**config.mk**
```make
export PLATFORM = sky130hd
export DESIGN_NAME = led_trail_pwm_flat
export DESIGN_NICKNAME = d
export VERILOG_FILES = /design/src/rtl/led_trail_pwm_if.sv /design/src/rtl/led_trail_pwm.sv /design/src/flat_wrapper.sv
export SDC_FILE = /design/constraint.sdc
export NUM_CORES = 1
export LEC_CHECK = 0
export CELL_PAD_IN_SITES_DETAIL_PLACEMENT = 0
export CELL_PAD_IN_SITES_GLOBAL_PLACEMENT = 1
export CORE_ASPECT_RATIO = 0.7
export CORE_MARGIN = 1.5
export CORE_UTILIZATION = 45
export CTS_CLUSTER_SIZE = 25
export DETAILED_ROUTE_END_ITERATION = 8
export PLACE_DENSITY = 0.74
export SETUP_SLACK_MARGIN = 0.02
export SYNTH_ARGS = -nofsm -noshare
export SYNTH_HDL_FRONTEND = slang
export SYNTH_SLANG_ARGS = --single-unit
```
**constraint.sdc**
```tcl
create_clock -name CLOCK_50 -period 17.08 [get_ports CLOCK_50]
set_input_delay 3.416 -clock CLOCK_50 [delete_from_list [all_inputs] [get_ports CLOCK_50]]
set_output_delay 3.416 -clock CLOCK_50 [all_outputs]
set_load 0.01 [all_outputs]
```
**src/rtl/led_trail_pwm_if.sv**
```systemverilog
// Cursor bus from the shifter into the trail renderer: one-hot position plus a per-move strobe.
interface led_trail_pwm_if #(
   parameter int unsigned N_LEDS = 26
);
   logic              step;
   logic [N_LEDS-1:0] cursor;

   modport master (output step, output cursor);
   modport slave  (input  step, input  cursor);
endinterface

```
**src/rtl/led_trail_pwm.sv**
```systemverilog
// Renders a decaying PWM trail of the cursor on LEDR/LEDG; KEY presses adjust the peak width,
// which is shown in hex on HEX1:HEX0.
module led_trail_pwm #(
   parameter int unsigned N_LEDS      = 26,
   parameter int unsigned PWM_BITS    = 8,
   parameter int unsigned DECAY_SHIFT = 1,
   parameter int unsigned KEY_STEP    = 16,
   parameter int unsigned LOCK_BITS   = 20
) (
   input  logic           CLOCK_50,
   input  logic           RESET,
   led_trail_pwm_if.slave cur,
   input  logic           key_up,
   input  logic           key_dn,
   output logic [17:0]    LEDR,
   output logic [7:0]     LEDG,
   output logic [6:0]     HEX0,
   output logic [6:0]     HEX1
);
   localparam logic [PWM_BITS-1:0] PWM_MAX  = '1;
   localparam logic [PWM_BITS-1:0] PEAK_RST = {1'b1, {(PWM_BITS-1){1'b0}}};
   localparam logic [PWM_BITS-1:0] STEP_W   = PWM_BITS'(KEY_STEP);

   logic [PWM_BITS-1:0]  r_pwm_cnt;
   logic [PWM_BITS-1:0]  r_width  [N_LEDS];
   logic [PWM_BITS-1:0]  r_shadow [N_LEDS];
   logic [N_LEDS-1:0]    r_led;
   logic [PWM_BITS-1:0]  r_peak;
   logic [2:0]           r_up_sync;
   logic [2:0]           r_dn_sync;
   logic [LOCK_BITS-1:0] r_lock;
   logic [6:0]           r_hex0;
   logic [6:0]           r_hex1;

   logic                 w_acc_up;
   logic                 w_acc_dn;
   logic [PWM_BITS-1:0]  w_peak_nxt;

   function automatic logic [6:0] seg7(input logic [3:0] n);
      seg7 = '1;
      case (n)
         4'h0: seg7 = 7'h40;
         4'h1: seg7 = 7'h79;
         4'h2: seg7 = 7'h24;
         4'h3: seg7 = 7'h30;
         4'h4: seg7 = 7'h19;
         4'h5: seg7 = 7'h12;
         4'h6: seg7 = 7'h02;
         4'h7: seg7 = 7'h78;
         4'h8: seg7 = 7'h00;
         4'h9: seg7 = 7'h10;
         4'hA: seg7 = 7'h08;
         4'hB: seg7 = 7'h03;
         4'hC: seg7 = 7'h46;
         4'hD: seg7 = 7'h21;
         4'hE: seg7 = 7'h06;
         4'hF: seg7 = 7'h0E;
      endcase
   endfunction

   always_ff @(posedge CLOCK_50 or posedge RESET) begin
      if (RESET) begin
         r_pwm_cnt <= '0;
      end else begin
         r_pwm_cnt <= r_pwm_cnt + PWM_BITS'(1);
      end
   end

   always_ff @(posedge CLOCK_50 or posedge RESET) begin
      if (RESET) begin
         for (int unsigned i = 0; i < N_LEDS; i++) begin
            r_width[i]  <= '0;
            r_shadow[i] <= '0;
         end
         r_led <= '0;
      end else begin
         for (int unsigned i = 0; i < N_LEDS; i++) begin
            if (cur.step) begin
               r_width[i] <= cur.cursor[i] ? r_peak : (r_width[i] >> DECAY_SHIFT);
            end
            // Shadow copy only at the period wrap so a duty cycle never changes mid-period.
            if (r_pwm_cnt == PWM_MAX) begin
               r_shadow[i] <= r_width[i];
            end
            r_led[i] <= (r_pwm_cnt < r_shadow[i]);
         end
      end
   end

   always_ff @(posedge CLOCK_50 or posedge RESET) begin
      if (RESET) begin
         r_up_sync <= '1;
         r_dn_sync <= '1;
      end else begin
         r_up_sync <= {r_up_sync[1:0], key_up};
         r_dn_sync <= {r_dn_sync[1:0], key_dn};
      end
   end

   // Bit 1 is the synchronised key, bit 2 its previous value: a press is a 1->0 transition.
   assign w_acc_up = r_up_sync[2] & ~r_up_sync[1] & (r_lock == '0);
   assign w_acc_dn = r_dn_sync[2] & ~r_dn_sync[1] & (r_lock == '0);

   always_comb begin
      w_peak_nxt = r_peak;
      if (w_acc_up && !w_acc_dn) begin
         w_peak_nxt = (r_peak > (PWM_MAX - STEP_W)) ? PWM_MAX : (r_peak + STEP_W);
      end else if (w_acc_dn && !w_acc_up) begin
         w_peak_nxt = (r_peak < STEP_W) ? '0 : (r_peak - STEP_W);
      end
   end

   always_ff @(posedge CLOCK_50 or posedge RESET) begin
      if (RESET) begin
         r_peak <= PEAK_RST;
         r_lock <= '0;
      end else begin
         r_peak <= w_peak_nxt;
         if (w_acc_up || w_acc_dn) begin
            r_lock <= '1;
         end else if (r_lock != '0) begin
            r_lock <= r_lock - LOCK_BITS'(1);
         end
      end
   end

   always_ff @(posedge CLOCK_50 or posedge RESET) begin
      if (RESET) begin
         r_hex0 <= seg7(PEAK_RST[3:0]);
         r_hex1 <= seg7(PEAK_RST[7:4]);
      end else begin
         r_hex0 <= seg7(r_peak[3:0]);
         r_hex1 <= seg7(r_peak[7:4]);
      end
   end

   assign {LEDR, LEDG} = r_led;
   assign HEX0         = r_hex0;
   assign HEX1         = r_hex1;

endmodule
```
**src/flat_wrapper.sv**
```systemverilog
// flat-port wrapper written by rule: the top's interface ports become plain ports
module led_trail_pwm_flat 
#(
   parameter int unsigned N_LEDS      = 26,
   parameter int unsigned PWM_BITS    = 8,
   parameter int unsigned DECAY_SHIFT = 1,
   parameter int unsigned KEY_STEP    = 16,
   parameter int unsigned LOCK_BITS   = 20
)
  (CLOCK_50, RESET, key_up, key_dn, LEDR, LEDG, HEX0, HEX1, cur_step, cur_cursor);
  led_trail_pwm_if #(.N_LEDS(N_LEDS)) cur_i ();
  input  logic CLOCK_50;
  input  logic RESET;
  input  logic key_up;
  input  logic key_dn;
  output logic [17:0] LEDR;
  output logic [7:0] LEDG;
  output logic [6:0] HEX0;
  output logic [6:0] HEX1;
  input wire logic [$bits(cur_i.step)-1:0] cur_step;
  input wire logic [$bits(cur_i.cursor)-1:0] cur_cursor;
  assign cur_i.step = cur_step;
  assign cur_i.cursor = cur_cursor;
  led_trail_pwm #(.N_LEDS(N_LEDS), .PWM_BITS(PWM_BITS), .DECAY_SHIFT(DECAY_SHIFT), .KEY_STEP(KEY_STEP), .LOCK_BITS(LOCK_BITS)) u_core (.CLOCK_50(CLOCK_50), .RESET(RESET), .cur(cur_i), .key_up(key_up), .key_dn(key_dn), .LEDR(LEDR), .LEDG(LEDG), .HEX0(HEX0), .HEX1(HEX1));
endmodule
```
Yosys cells after proc, flatten, opt, wreduce, memory -nomap -nowiden
Memory sizes are Yosys's and may differ from the RTL's. A register that Yosys moved wholly into a read port is not among the register bits.
Index checks and enable logic that the tools add are counted.
{"block": "word_totals", "reg_bits": 484, "romBits": 224, "in_bits": 31, "output_inout_bits": 40, "word_cells": 140, "mem_count": 2}
{"block": "classes", "n_addsub": 4, "order_cmp": 28, "n_eq_ne": 1, "n_mux": 32, "n_bitwise": 6, "reduce_logical": 9}
{"memory": "(name not given)", "depth": 16, "word_bits": 7, "read_ports": 1, "rd_clocked_by_memory_dff": 1, "write_ports": 0, "line_no": "led_trail_pwm.sv:41", "text": "case (n)"}
{"memory": "(name not given)", "depth": 16, "word_bits": 7, "read_ports": 1, "rd_clocked_by_memory_dff": 1, "write_ports": 0, "line_no": "led_trail_pwm.sv:41"}
{"op": "two-way mux 8 bit", "count": 30}
{"op": "< comparator 8 bit", "count": 26}
{"op": "two-way mux 20 bit", "count": 2}
{"op": "zero test 20 bit", "count": 1}
{"op": "nonzero test 20 bit", "count": 1}
{"op": "subtractor 20 x 1 -> 20 bit (second input constant)", "count": 1}
{"op": "adder 8 x 1 -> 8 bit (second input constant)", "count": 1}
{"op": "adder 8 x 5 -> 8 bit (second input constant)", "count": 1}
{"op": "== test 8 bit (second input constant)", "count": 1}
{"op": "> comparator 8 bit (second input constant)", "count": 1}
{"op": "< comparator 8 x 5 -> 1 bit (second input constant)", "count": 1}
{"op": "subtractor 8 x 5 -> 8 bit (second input constant)", "count": 1}
{"op": "bitwise AND 1 bit", "count": 4}
{"op": "nonzero test 2 bit", "count": 2}
{"op": "logical AND 1 bit", "count": 2}
{"op": "zero test 1 bit", "count": 2}
{"op": "NOT 1 bit", "count": 2}
{"op": "logical OR 1 bit", "count": 1}

Depth between registers and ports, before layout
Gate-level depths: netlist (run 1).
{"block": "logic_depth", "ltp_word": 7, "ltp_mapped": 12, "ltp_nobuf": 11}

Worst setup path before layout (run 1)
No wires, ideal clock.
{"block": "synth_timing", "kind": "input port to flip-flop", "start": "input cur_step", "end": "register u_core.r_width[192] (netlist bit)", "setup_time_ps": 77, "arrival_time_ps": 4387, "t_required_ps": 17003, "setup_slack_ps": 12616, "stages": 5, "path_buffers": 3, "cell_sequence": "clkbuf_1 clkbuf_1 clkbuf_1 nor2_1 a21oi_1"}
{"element": "from (decl)", "line_no": "flat_wrapper.sv:20", "text": "input wire logic [$bits(cur_i.step)-1:0] cur_step;"}
{"element": "to (signal, indexed assignment)", "line_no": "led_trail_pwm.sv:79", "text": "r_width[i] <= cur.cursor[i] ? r_peak : (r_width[i] >> DECAY_SHIFT);"}
{"element": "to (decl)", "line_no": "led_trail_pwm.sv:25", "text": "logic [PWM_BITS-1:0] r_width [N_LEDS];"}

==> results by stage, run 1 <==
STA:
- For the pin with the worst max-slew slack, the measured transition is 1.126 ns.
- The worst pin sits at a relative slew slack of 0.2496.
- The final count of hold timing violations is 0.
- Setup violations remaining at the end of the flow were counted as 0.
- Setup repair after global routing left no endpoint under its margin.
- The final sum of negative setup slack is 0 ns.
- Across the routed clock network, the largest skew measured is 0.02225 ns.
- The part of the cycle the worst path needs is 0.3349.
- The clock period could shrink to 5.720 ns.
- The max-slew violation count is 0.
- For this run, the top clock speed supported by timing is 174.8 MHz.

Power and ir drop:
- The maximum vdd drop is 0.00006852 V.
- The total power per unit cell area is 94.95 mW/mm^2.
- The total power consumption of the routed design is 2625 uW.
- For this design the static power due to leakage is 0.01258 uW.

Floorplanning:
- Pin placement for this block handled 71 I/O pins.
- The floorplan step set the die width to 283.3 um.
- The standard-cell row count is 71.
- The area inside the core boundary is 0.05401 mm^2.
- The initial standard-cell utilization of the core is 0.4581.
- The total die area is 0.05642 mm^2.
- The floorplan step set the die height to 199.2 um.

GRT:
- The met3 track demand over resource is 0.02568.
- Summed over all layers, the global routing overflow is 0.
- The layer carrying the most global-route usage is met2.
- The maximum number of pins on one net before global-route repair is 244.
- For met1 alone, demand over resource in global routing was 0.2825.
- The number of antenna violations at the first check in global routing came to 1.
- The first global-routing pass estimated 89000 um of wire.
- The number of global-route vias before repair is 16.37k.
- The all-layer global routing usage is 0.1962.
- For this run, global-route usage on met2 was measured as 0.3118.

Worst setup path:
- The number of buffers and inverters on the critical path is 4.
- The cell at the slowest stage of the critical path is sky130_fd_sc_hd__buf_4.
- The kind of start point of the critical path is an input port.
- Data on the critical path is required at its endpoint by 17.63 ns.
- The worst setup path is of the input port to asynchronous set/reset pin kind.
- On the worst path, the slowest cell contributes a delay of 0.75 ns.
- The sort of element at the end of the critical path is an asynchronous set/reset pin.
- Data arrives at the worst endpoint at 6.27 ns.
- Traced cell by cell, the critical path runs through clkdlybuf4s50_1, clkinvlp_4, buf_4, buf_12.
- The largest driver fanout on the critical path is 182.
- In this design, the largest share of critical-path delay is due to buffers and inverters.

Logic synthesis:
- The top cell type's share of synthesized area is 0.4875.
- The share of synthesized flip-flops with an asynchronous set or reset is 1.000.
- The post-synthesis cell type count is 54.
- The leading register cell type out of synthesis is sky130_fd_sc_hd__dfrtp_1.
- After synthesis the cells add up to 0.02474 mm^2.
- The cell count after synthesis is 2245.
- The yosys synthesis warning count is 0.
- Counting flops with a built-in enable in the synthesized netlist gives 0.
- By area the synthesized netlist is led by sky130_fd_sc_hd__dfrtp_1, sky130_fd_sc_hd__ha_1, sky130_fd_sc_hd__mux2i_1.
- The synthesized flop and latch total is 490.
- The average cell area after synthesis is 11.02 um^2.
- The leading area contributor after synthesis is sky130_fd_sc_hd__dfrtp_1.
- The share of the Yosys chip area taken by registers is 0.4960.

Clock network:
- The post-CTS clock slew at the launch and capture registers of the worst setup and hold paths is 0.06 ns.
- The post-CTS resize count is 0.
- The sink count of the clock tree is 490.
- The number of hold buffers added after CTS is 0.
- No sink is reached through more buffers than the 3 on the longest clock path.
- Clock latency on the worst-skew pair, taken at its later pin, is 0.60 ns.
- Clock tree synthesis inserted a total of 50 buffers.
- In this run the post-CTS setup repair buffer count came out at 0.
- The cell sitting at the root of the clock tree is a sky130_fd_sc_hd__clkbuf_16.
- The deepest level of the CTS H-tree is 2.
- TritonCTS built the clock tree.

Detailed routing:
- The number of vias after detailed routing is 16.07k.
- The post-detailed-route wirelength per cell is 17.94 um.
- The detailed router finished its first iteration with 1016 violations.
- The total wire length after detailed routing is 54160 um.
- The total DRC errors in the routed layout is 0.
- The number of detailed-route iterations in the first pass is 5.
- In this run the remaining antenna-violating nets after routing total 0.
- Dividing the detail-routed via count by the number of cells gives 5.326.

Cells and area:
- The share of post-route cells with drive strength above 1 is 0.1386.
- From synthesis to final layout, the design area changed by 11.74%.
- The library cell used most frequently in the layout, excluding fill and tap cells, is sky130_fd_sc_hd__dfrtp_1.
- For this run, the post-layout net count is 2468.
- The number of filler instances in the final layout is 4845.
- In the layout the commonest cells are sky130_fd_sc_hd__dfrtp_1, sky130_fd_sc_hd__inv_1, sky130_fd_sc_hd__a21oi_1.

Min path:
- The worst hold path belongs to the class register to register.

Place:
- Detailed placement finished with a half-perimeter wire length of 30540 um.
- Input and output buffers added on the ports amount to 67.
- The routability-driven placement congestion ratio is 0.7961.

Flow run:
- The number of maximum-capacitance violations is 0.

Run status:
- The flow ran to the end, and the final reports show no timing, DRC or antenna violations.
[power by group]
| part | internal [uW] | switching (uW) |
|---|---|---|
| sequential | 1230 | 68.6 |
| clock | 669 | 465 |
| combinational | 84.6 | 109 |
| total | 1980 | 642 |
[routing by layer]
layer | wire length, um | vias to the layer above
met4 | 1173 | 2
li1 | - | 7768
met2 | 23920 | 177
met1 | 27530 | 8046
met3 | 1519 | 81
met5 | 14 | -
[logic make-up (layout without fill, tap and decap cells)]
| logic type | Yosys count | after routing | synth area share |
|---|---|---|---|
| AOI/OAI and AO/OA | 404 | 404 | 0.09856 |
| xor gates and xnor gates | 7 | 7 | 0.002478 |
| adders and majority gates | 191 | 191 | 0.09659 |
| buffers and inverters | 358 | 398 | 0.05664 |
| DFF | 490 | 490 | 0.4960 |
| muxes | 409 | 409 | 0.1759 |
| other | 1 | 4 | 0.0001516 |
| and+or+nand+nor | 385 | 385 | 0.07368 |
[flip-flops by register name, summed over array words and instances (netlist names)]
name / flops
u_core.r_up_sync: 3
u_core.r_pwm_cnt: 8
u_core.HEX0: 2
u_core.HEX1: 7
u_core.r_led: 26
u_core.r_lock: 20
u_core.r_width: 208
u_core.r_shadow: 208
u_core.r_dn_sync: 3
u_core.r_peak: 5
[cell type report]
| class | instances | area (um^2) | share of cell area |
|---|---|---|---|
| flip-flops and latches | 490 | 12290 | 0.4445 |
| clock buffers | 76 | 1510 | 0.05463 |
| diodes | 1 | 2.502 | 0.00009051 |
| repair buffers | 83 | 820.8 | 0.02969 |
| multi-input cells | 1399 | 11080 | 0.4008 |
| well taps | 730 | 913.4 | 0.03304 |
| clock inverters | 17 | 193.9 | 0.007015 |
| inverters | 222 | 837.1 | 0.03028 |
[Yosys cell counts (4+ instances only)]
| cell type | instances |
|---|---|
| sky130_fd_sc_hd__mux2i_1 | 212 |
| sky130_fd_sc_hd__ha_1 | 191 |
| sky130_fd_sc_hd__nand2_1 | 21 |
| sky130_fd_sc_hd__nor2_1 | 216 |
| sky130_fd_sc_hd__buf_2 | 22 |
| sky130_fd_sc_hd__mux2_1 | 8 |
| sky130_fd_sc_hd__nand4_1 | 27 |
| sky130_fd_sc_hd__a21o_1 | 78 |
| sky130_fd_sc_hd__inv_1 | 222 |
| sky130_fd_sc_hd__xor2_1 | 4 |
| sky130_fd_sc_hd__a211oi_1 | 28 |
| sky130_fd_sc_hd__buf_1 | 7 |
| sky130_fd_sc_hd__nor3_1 | 8 |
| sky130_fd_sc_hd__mux2_2 | 188 |
| sky130_fd_sc_hd__nand3_1 | 36 |
| sky130_fd_sc_hd__o31ai_1 | 4 |
| sky130_fd_sc_hd__nor4_1 | 6 |
| sky130_fd_sc_hd__clkbuf_1 | 100 |
| sky130_fd_sc_hd__o21ai_0 | 34 |
| sky130_fd_sc_hd__nand2b_1 | 40 |
| sky130_fd_sc_hd__dfstp_2 | 8 |
| sky130_fd_sc_hd__a21oi_1 | 220 |
| sky130_fd_sc_hd__o31a_1 | 26 |
| sky130_fd_sc_hd__dfrtp_1 | 482 |
| sky130_fd_sc_hd__or4_1 | 7 |
| sky130_fd_sc_hd__buf_4 | 6 |
[final timing paths]
path,start,depth (start not counted),to,slack [ns]
worst max-delay path,RESET,4,u_core.r_shadow[101]$_DFFE_PP0N_,11.36
worst max register to register,u_core.r_pwm_cnt[1]$_DFF_PP0_,6,u_core.r_shadow[14]$_DFFE_PP0N_,13.26
worst min register to register,u_core.r_dn_sync[0]$_DFF_PP1_,0,u_core.r_dn_sync[1]$_DFF_PP1_,0.36
max in group CLOCK_50,u_core.HEX1[1]$_DFF_PP0_,1,HEX1[1],11.90
min in group asynchronous,RESET,2,u_core.r_width[12]$_DFFE_PP0P_,3.39
worst min-delay path,u_core.r_dn_sync[0]$_DFF_PP1_,0,u_core.r_dn_sync[1]$_DFF_PP1_,0.36
[metrics by stage]
stage                     instance area [um^2]  instances    util  hold slack [ns]  setup slack [ns]
after floorplan                          24750       2247       -           0.3452             7.026
after global placement                   25940       2924  0.4803           0.3489             10.66
after detailed placement                 25940       2924  0.4803           0.3479             10.57
after CTS                                27640       3017  0.5118           0.3579             11.20
after global routing                     27640       3017  0.5118           0.3612             10.88
final                                    27650       3018  0.5119           0.3584             11.36
Note: power is estimated with default switching activity, not from simulation.
==> run 2: changes to the inputs <==
- CORE_UTILIZATION: 45 -> 50
- PLACE_DENSITY: 0.74 -> 0.78
- clock period: 17.08 -> 6 ns (I/O delays scaled with it)
==> run 2 against run 1 <==
  * Setup slack worse by 8.5 ns
  * Combinational power rose to 3.0 times the previous value
  * Critical path type is now register to register
  * Sequential cell count stayed put
  * Largest cell class unchanged
==> results by stage, run 2 (synthesis results as in run 1) <==
Place:
- The final HPWL from detailed placement is 29250 um (-4.2%).
- The count of buffers inserted at the top-level ports is 67 (unchanged).
- The routability-driven placement congestion ratio came to 0.7837 (-1.6%).

Floorplanning:
- The area inside the core boundary was 0.04837 mm^2 (-10%).
- The floorplan die width came to 268.9 um (-5.1%).
- The total die area came to 0.05085 mm^2 (-9.9%).
- The initial standard-cell utilization of the core is 0.5115 (+0.05343).
- The standard-cell row count is 67 (-5.6%).
- The die height is 189.1 um (-5.1%).
- The I/O pin total came to 71 (unchanged).

STA:
- The part of the cycle the worst path needs is 0.5276.
- The post-route minimum period is 3.165 ns.
- The number of setup violations in the final report is 0 (unchanged).
- The final count of hold timing violations is 0 (unchanged).
- The setup clock skew after layout is 0.01117 ns (-0.01108 ns).
- Setup repair after global routing left no endpoint under its margin.
- The tightest hold margin came to 0.3548 ns (-0.003522 ns).
- The max-slew violation count is 0 (unchanged).
- The relative max-transition margin is 0.2751 (+0.02553).
- The final sum of negative setup slack is 0 ns (unchanged).
- The transition at the pin with the smallest max-transition slack was 1.087 ns (-0.03830 ns).
- Timing would allow up to 315.9 MHz.

Flow run:
- The number of maximum-capacitance violations is 0 (unchanged).

Detailed routing:
- The total wire length after detailed routing came to 51820 um (-4.3%).
- The post-detailed-route wirelength per cell came to 17.66 um (-1.6%).
- The antenna violation net count after detailed routing is 0 (unchanged).
- The number of vias after detailed routing is 15.95k (-0.76%).
- The total DRC errors in the routed layout is 0 (unchanged).
- The violation count after the first detailed-routing iteration is 1002 (-1.4%).
- The average vias per placed instance came to 5.437 (+2.1%).
- The number of detailed-route iterations in the first pass is 5 (unchanged).

Power and ir drop:
- The sequential group share of total power is 0.502 (+0.008).
- The switching component of the power was 1793 uW (+180%).
- The total power per unit cell area is 265.7 mW/mm^2 (+180%).
- The internal power component is 5508 uW (+180%).
- The reported leakage power is 0.01253 uW (-0.44%).
- The switching share of power was 0.2456 (+0.0008998).
- The maximum vdd drop is 0.0002052 V (+200%).
- The share of power burned in the clock network was 0.419 (-0.013).
- The combinational share of power is 0.079 (+0.005).

GRT:
- The number of antenna violations at the first check in global routing is 2 (+1).
- The all-layer global routing usage was 0.2109 (+0.01471).
- The number of global-route vias before repair is 16.21k (-0.98%).
- The maximum number of pins on one net before global-route repair came to 171 (-30%).
- The first-pass GRT wire length is 85880 um (-3.5%).
- The total congestion overflow after global routing came to 0 (unchanged).

Worst setup path:
- In this run the worst setup path begins at u_core.r_lock[0]$_DFFE_PP0P_.
- The largest driver fanout on the critical path is 8 (-96%).
- The endpoint required time on the critical path was 6.51 ns (-11.12 ns).
- The arrival time at the worst endpoint is 3.67 ns (-2.60 ns).
- STA classifies the critical path startpoint as a register.
- The launch point of the worst reg-to-reg path is u_core.r_lock[0]$_DFFE_PP0P_.
- The critical path start-end classification is register to register.
- The worst setup path is captured at a register.

Clock network:
- The clock tree root driver cell is sky130_fd_sc_hd__clkbuf_16.
- The post-CTS resize count came to 0 (unchanged).
- The buffers inserted during post-CTS setup optimization was 0 (unchanged).
- The number of buffers added by the clock tree synthesis step is 49 (-2.0%).
- The sink count of the clock tree is 490 (unchanged).
- The post-CTS clock slew at the launch and capture registers of the worst setup and hold paths came to 0.06 ns (about the same).
- The later-pin clock latency in the skew report is 0.57 ns (-0.03 ns).
- The deepest level of the CTS H-tree is 2 (unchanged).
- The maximum clock path buffer count was 3 (unchanged).
- The number of hold buffers added after CTS came to 0 (unchanged).
- TritonCTS built the clock tree.

Cells and area:
- Leaving out fill and tap cells, the most frequent cell in the layout is sky130_fd_sc_hd__dfrtp_1.
- The net count of the finished layout is 2469 (+0.041%).
- The library cells used most frequently in the layout, excluding fill and tap cells, are sky130_fd_sc_hd__dfrtp_1, sky130_fd_sc_hd__inv_1, sky130_fd_sc_hd__a21oi_1.
- The share of post-route cells with drive strength above 1 is 0.1378 (-0.0008298).
- The signed area change from the synthesized netlist to the final layout is 11.08%.
- In the final layout, the registers with the most flip-flops are u_core.r_shadow x208, u_core.r_width x208, u_core.r_led x26.
- The total inserted antenna cells is 0 (-1).

Min path:
- The worst hold path belongs to the class register to register.
- In this run the most critical hold path is launched from u_core.r_dn_sync[0]$_DFF_PP1_.

Run status:
- The run finished with clean final reports.
run 2: path summary, 6_finish.rpt:
path,endpoint,slack [ns],depth (start not counted)
setup / recovery,u_core.r_peak[7]$_DFFE_PP1P_,2.83,11
min in group asynchronous,u_core.r_width[44]$_DFFE_PP0P_,0.91,2
hold reg to reg,u_core.r_dn_sync[1]$_DFF_PP1_,0.35,0
hold / removal,u_core.r_dn_sync[1]$_DFF_PP1_,0.35,0
max in group asynchronous,u_core.r_peak[2]$_DFFE_PP0P_,3.85,3
setup reg to reg,u_core.r_peak[7]$_DFFE_PP1P_,2.83,11
run 2: critical path, stage by stage, from the launching register on:
cell,delay [ns]
sky130_fd_sc_hd__dfrtp_1,0.41
sky130_fd_sc_hd__inv_1,0.09
sky130_fd_sc_hd__ha_1,0.17
sky130_fd_sc_hd__nor3b_1,0.47
sky130_fd_sc_hd__and2_1,0.25
sky130_fd_sc_hd__nor3b_1,0.35
sky130_fd_sc_hd__and3b_1,0.23
sky130_fd_sc_hd__ha_1,0.30
sky130_fd_sc_hd__inv_1,0.10
sky130_fd_sc_hd__or4_1,0.47
sky130_fd_sc_hd__o211ai_1,0.10
sky130_fd_sc_hd__a22o_1,0.16
run 2: routing by layer:
metal / track usage / part of all wire
met5: 0 / 0.00050
met4: 0.04732 / 0.019
met3: 0.02926 / 0.031
met2: 0.3320 / 0.44
met1: 0.3094 / 0.51
run 2: area by class of cell:
cell class / instances / area (um^2)
Inverter: 222 / 837.1
Tap cell: 655 / 819.5
Multi-Input combinational cell: 1399 / 11080
Clock inverter: 16 / 170.2
Sequential cell: 490 / 12290
Clock buffer: 67 / 1414
Fill cell: 4078 / 20890
Timing Repair Buffer: 85 / 873.3
run 2: through the flow:
stage | setup WS, ns | total power [uW] | util | cell area (um^2) | std cells
after CTS | 2.855 | 7398 | 0.5682 | 27480 | 2934
after detailed placement | 2.883 | 4306 | 0.5354 | 25900 | 2851
after floorplan | -1.838 | 4123 | - | 24750 | 2247
after global routing | 2.572 | 7640 | 0.5682 | 27480 | 2934
final | 2.835 | 7301 | 0.5682 | 27480 | 2934
after global placement | 2.967 | 4281 | 0.5354 | 25900 | 2851
run 2: power groups by stage:
stage | clock [uW] | sequential [uW] | combinational (uW)
final | 3060 | 3660 | 580
after detailed placement | 0 | 3710 | 591
after global placement | 0 | 3710 | 572
after floorplan | 0 | 3680 | 445
after global routing | 3290 | 3690 | 662
after CTS | 3150 | 3660 | 591
==> run 3: changes to the inputs <==
- CORE_UTILIZATION: 50 -> 45
- PLACE_DENSITY: 0.78 -> 0.74
- clock period: 6 -> 2.6 ns (I/O delays scaled with it)
==> run 3 against run 2 <==
  * First-iteration DRC count is 16% lower
  * Clock-buffer cell count is 9 higher
  * Core utilization is 4.9 points lower
  * Via count is 1.4% higher
  * Wire length is 5.5% higher
  * Largest cell class unchanged
  * Largest power group unchanged
==> results by stage, run 3 (synthesis results as in run 1) <==
Run status:
- The run finished with clean final reports.

Worst setup path:
- The number of logic stages on the critical path including buffering is 11 (unchanged).
- The worst setup path is captured at a register.
- The cell family contributing the most delay on the critical path is simple AND/OR/NAND/NOR gates.
- The endpoint required time on the critical path is 3.05 ns (-3.46 ns).
- The kind of start point of the critical path is a register.
- The largest driver fanout on the critical path is 6 (-2).
- The signal on the critical path passes through nor4_2, buf_4, nand2b_1, nor3b_4, nand3b_1, ha_2, buf_4, nor3b_2, a21oi_1, o221ai_1, a31oi_1.
- The arrival time at the worst endpoint is 2.96 ns (-0.71 ns).
- The critical path start-end classification is register to register.
- The worst reg2reg path depth is 11 (unchanged).
- Among all stages on the critical path, the largest delay is contributed by sky130_fd_sc_hd__dfrtp_1.
- The launch point of the worst reg-to-reg path is u_core.r_lock[15]$_DFFE_PP0P_.
- In this run the worst setup path begins at u_core.r_lock[15]$_DFFE_PP0P_.
- The most frequent cell on the critical path is sky130_fd_sc_hd__buf_4.
- The largest stage delay on the critical path is 0.42 ns (-0.05 ns).
- The number of buffers and inverters on the critical path is 2 (unchanged).

GRT:
- The all-layer global routing usage is 0.1984 (-0.01245).
- The maximum number of pins on one net before global-route repair came to 120 (-30%).
- The total congestion overflow after global routing was 0 (unchanged).
- The number of antenna violations at the first check in global routing is 0 (-2).
- The number of global-route vias before repair was 16.68k (+2.9%).
- The first-pass GRT wire length is 90110 um (+4.9%).

STA:
- The relative max-transition margin was 0.5545 (+0.2794).
- The part of the cycle the worst path needs is 0.9661 (+0.4386).
- The max-slew violation count was 0 (unchanged).
- The final count of hold timing violations came to 0 (unchanged).
- The post-route minimum period is 2.512 ns (-0.6535 ns).
- The final sum of negative setup slack is 0 ns (unchanged).
- The number of setup violations in the final report is 0 (unchanged).
- The setup clock skew after layout is 0.009213 ns (-0.001960 ns).
- The fmax came to 398.1 MHz (+26%).
- The transition at the pin with the smallest max-transition slack is 0.6683 ns (-0.4191 ns).

Detailed routing:
- The violation count after the first detailed-routing iteration was 845 (-16%).
- The average vias per placed instance is 5.311 (-2.3%).
- The number of detailed-route iterations in the first pass is 5 (unchanged).
- The total DRC errors in the routed layout is 0 (unchanged).
- The number of vias after detailed routing is 16.18k (+1.4%).
- The antenna violation net count after detailed routing is 0 (unchanged).
- The post-detailed-route wirelength per cell is 17.95 um (+1.6%).
- The total wire length after detailed routing came to 54680 um (+5.5%).

Cells and area:
- The area of combinational cells with multiple inputs is 0.01115 mm^2 (+0.67%).
- The signed area change from the synthesized netlist to the final layout is 13.27%.
- The library cells used most frequently in the layout, excluding fill and tap cells, are sky130_fd_sc_hd__dfrtp_1, sky130_fd_sc_hd__a21oi_1, sky130_fd_sc_hd__inv_1.
- The share of post-route cells with drive strength above 1 is 0.1537 (+0.01593).
- The final non-filler cell total is 3046 (+3.8%).
- The largest registers in the layout are u_core.r_shadow x208, u_core.r_width x208, u_core.r_led x26.
- Leaving out fill and tap cells, the most frequent cell in the layout is sky130_fd_sc_hd__dfrtp_1.
- The total inserted antenna cells is 0 (unchanged).
- The area of all sequential standard cells is 0.01229 mm^2 (about the same).
- The net count of the finished layout is 2504 (+1.4%).
- The number of filler instances in the final layout was 4741 (+16%).

Flow run:
- The number of maximum-capacitance violations came to 0 (unchanged).

Clock network:
- The number of buffers added by the clock tree synthesis step is 50 (+2.0%).
- The number of hold buffers added after CTS is 0 (unchanged).
- The deepest level of the CTS H-tree came to 2 (unchanged).
- The post-CTS clock slew at the launch and capture registers of the worst setup and hold paths is 0.06 ns (about the same).
- The TritonCTS clock tree is yes.
- The later-pin clock latency in the skew report is 0.59 ns (+0.02 ns).
- The maximum clock path buffer count is 3 (unchanged).
- The sink count of the clock tree was 490 (unchanged).
- Clock tree synthesis selected as its root buffer the cell sky130_fd_sc_hd__clkbuf_16.

Power and ir drop:
- The combinational share of power is 0.084 (+0.005).
- The reported leakage power is 0.01278 uW (+2.0%).
- The maximum vdd drop was 0.0004293 V (+110%).
- The switching share of power is 0.2498 (+0.004161).
- The share of power burned in the clock network is 0.411 (-0.008).
- The sequential group share of total power is 0.504 (+0.002).
- The total power consumption of the routed design is 16880 uW (+130%).
- The total power per unit cell area is 602.2 mW/mm^2 (+130%).
- The internal power component is 12660 uW (+130%).
- The switching component of the power is 4215 uW (+140%).

Floorplanning:
- The total die area came to 0.05642 mm^2 (+11%).
- The I/O pin total is 71 (unchanged).
- The area inside the core boundary is 0.05401 mm^2 (+12%).
- The standard-cell row count is 71 (+6.0%).
- The initial standard-cell utilization of the core is 0.4581 (-0.05343).
- The die height is 199.2 um (+5.3%).
- The floorplan die width is 283.3 um (+5.3%).

Place:
- The final HPWL from detailed placement is 33050 um (+13%).
- The count of buffers inserted at the top-level ports is 67 (unchanged).
- The routability-driven placement congestion ratio was 0.7680 (-2.0%).
- The post-placement cell count came to 2957 (+3.7%).

Min path:
- The instance count along the most critical hold path is 2 (+2).
- The type of the tightest min-delay check is input port to register.
- The startpoint identified for the worst hold timing path is cur_step.
run 3: cell types whose count changed in the layout (fill, tap and decap cells not counted), moves of 3 or more:
cell / before / now
sky130_fd_sc_hd__nor3b_1: 3 / 0
sky130_fd_sc_hd__buf_12: 5 / 17
sky130_fd_sc_hd__clkinvlp_4: 7 / 1
sky130_fd_sc_hd__clkbuf_8: 12 / 9
sky130_fd_sc_hd__clkbuf_16: 49 / 53
sky130_fd_sc_hd__clkinv_2: 7 / 10
sky130_fd_sc_hd__buf_4: 13 / 35
sky130_fd_sc_hd__bufinv_16: 3 / 0
sky130_fd_sc_hd__clkbuf_1: 6 / 14
run 3: final cells by class:
class | count | share of cell area
multi-input combinational | 1399 | 0.3980
clock buffer | 76 | 0.05362
tap | 730 | 0.03259
timing repair buffer | 119 | 0.04563
sequential | 490 | 0.4385
clock inverter | 10 | 0.001786
inverter | 222 | 0.02987
run 3: power by group through the flow:
stage,logic (uW),registers [uW],clock network (uW)
2_1_floorplan,1030,8500,0
3_3_place_gp,1360,8590,0
3_5_place_dp,1410,8620,0
4_1_cts,1420,8490,7170
5_1_grt,1620,8570,7470
6_report,1430,8510,6940
run 3: path summary, 6_finish.rpt:
kind / endpoint / slack, ns
min in group asynchronous: u_core.r_shadow[73]$_DFFE_PP0N_ / 0.51
max: u_core.r_peak[6]$_DFFE_PP0P_ / 0.09
min reg2reg: u_core.r_dn_sync[1]$_DFF_PP1_ / 0.36
max in group asynchronous: u_core.r_width[131]$_DFFE_PP0P_ / 1.44
max reg2reg: u_core.r_peak[6]$_DFFE_PP0P_ / 0.09
min: u_core.r_width[88]$_DFFE_PP0P_ / 0.33
run 3: what timing repair did:
item                       4_1_cts  5_1_grt
setup endpoints to repair        3        5
setup buffers                    0        3
gates resized for setup          2       12
pin swaps                        1        7
run 3: worst register-to-register path: stages, from the launching register on:
cell                       delay, ns
sky130_fd_sc_hd__dfrtp_1        0.42
sky130_fd_sc_hd__nor4_2         0.32
sky130_fd_sc_hd__buf_4          0.17
sky130_fd_sc_hd__nand2b_1       0.14
sky130_fd_sc_hd__nor3b_4        0.25
sky130_fd_sc_hd__nand3b_1       0.16
sky130_fd_sc_hd__ha_2           0.24
sky130_fd_sc_hd__buf_4          0.16
sky130_fd_sc_hd__nor3b_2        0.16
sky130_fd_sc_hd__a21oi_1        0.06
sky130_fd_sc_hd__o221ai_1       0.20
sky130_fd_sc_hd__a31oi_1        0.11
run 3: layer usage:
metal  share of wire  routed length [um]  track usage
met5               0                   0            0
met3           0.032                1735      0.02831
met4           0.019                1048      0.05229
met1            0.50               27130       0.2815
met2            0.45               24770       0.3199
run 3: through the flow:
step,hold slack (ns),util,setup WS (ns),instance area [um^2]
floorplan,0.3452,-,-4.558,24770
global placement,0.3479,0.4887,0.1249,26390
detailed placement,0.3476,0.4887,-0.005205,26390
CTS,0.3059,0.5176,0.02474,27960
global route,0.3221,0.5189,-0.04665,28030
finish,0.3306,0.5189,0.08809,28030
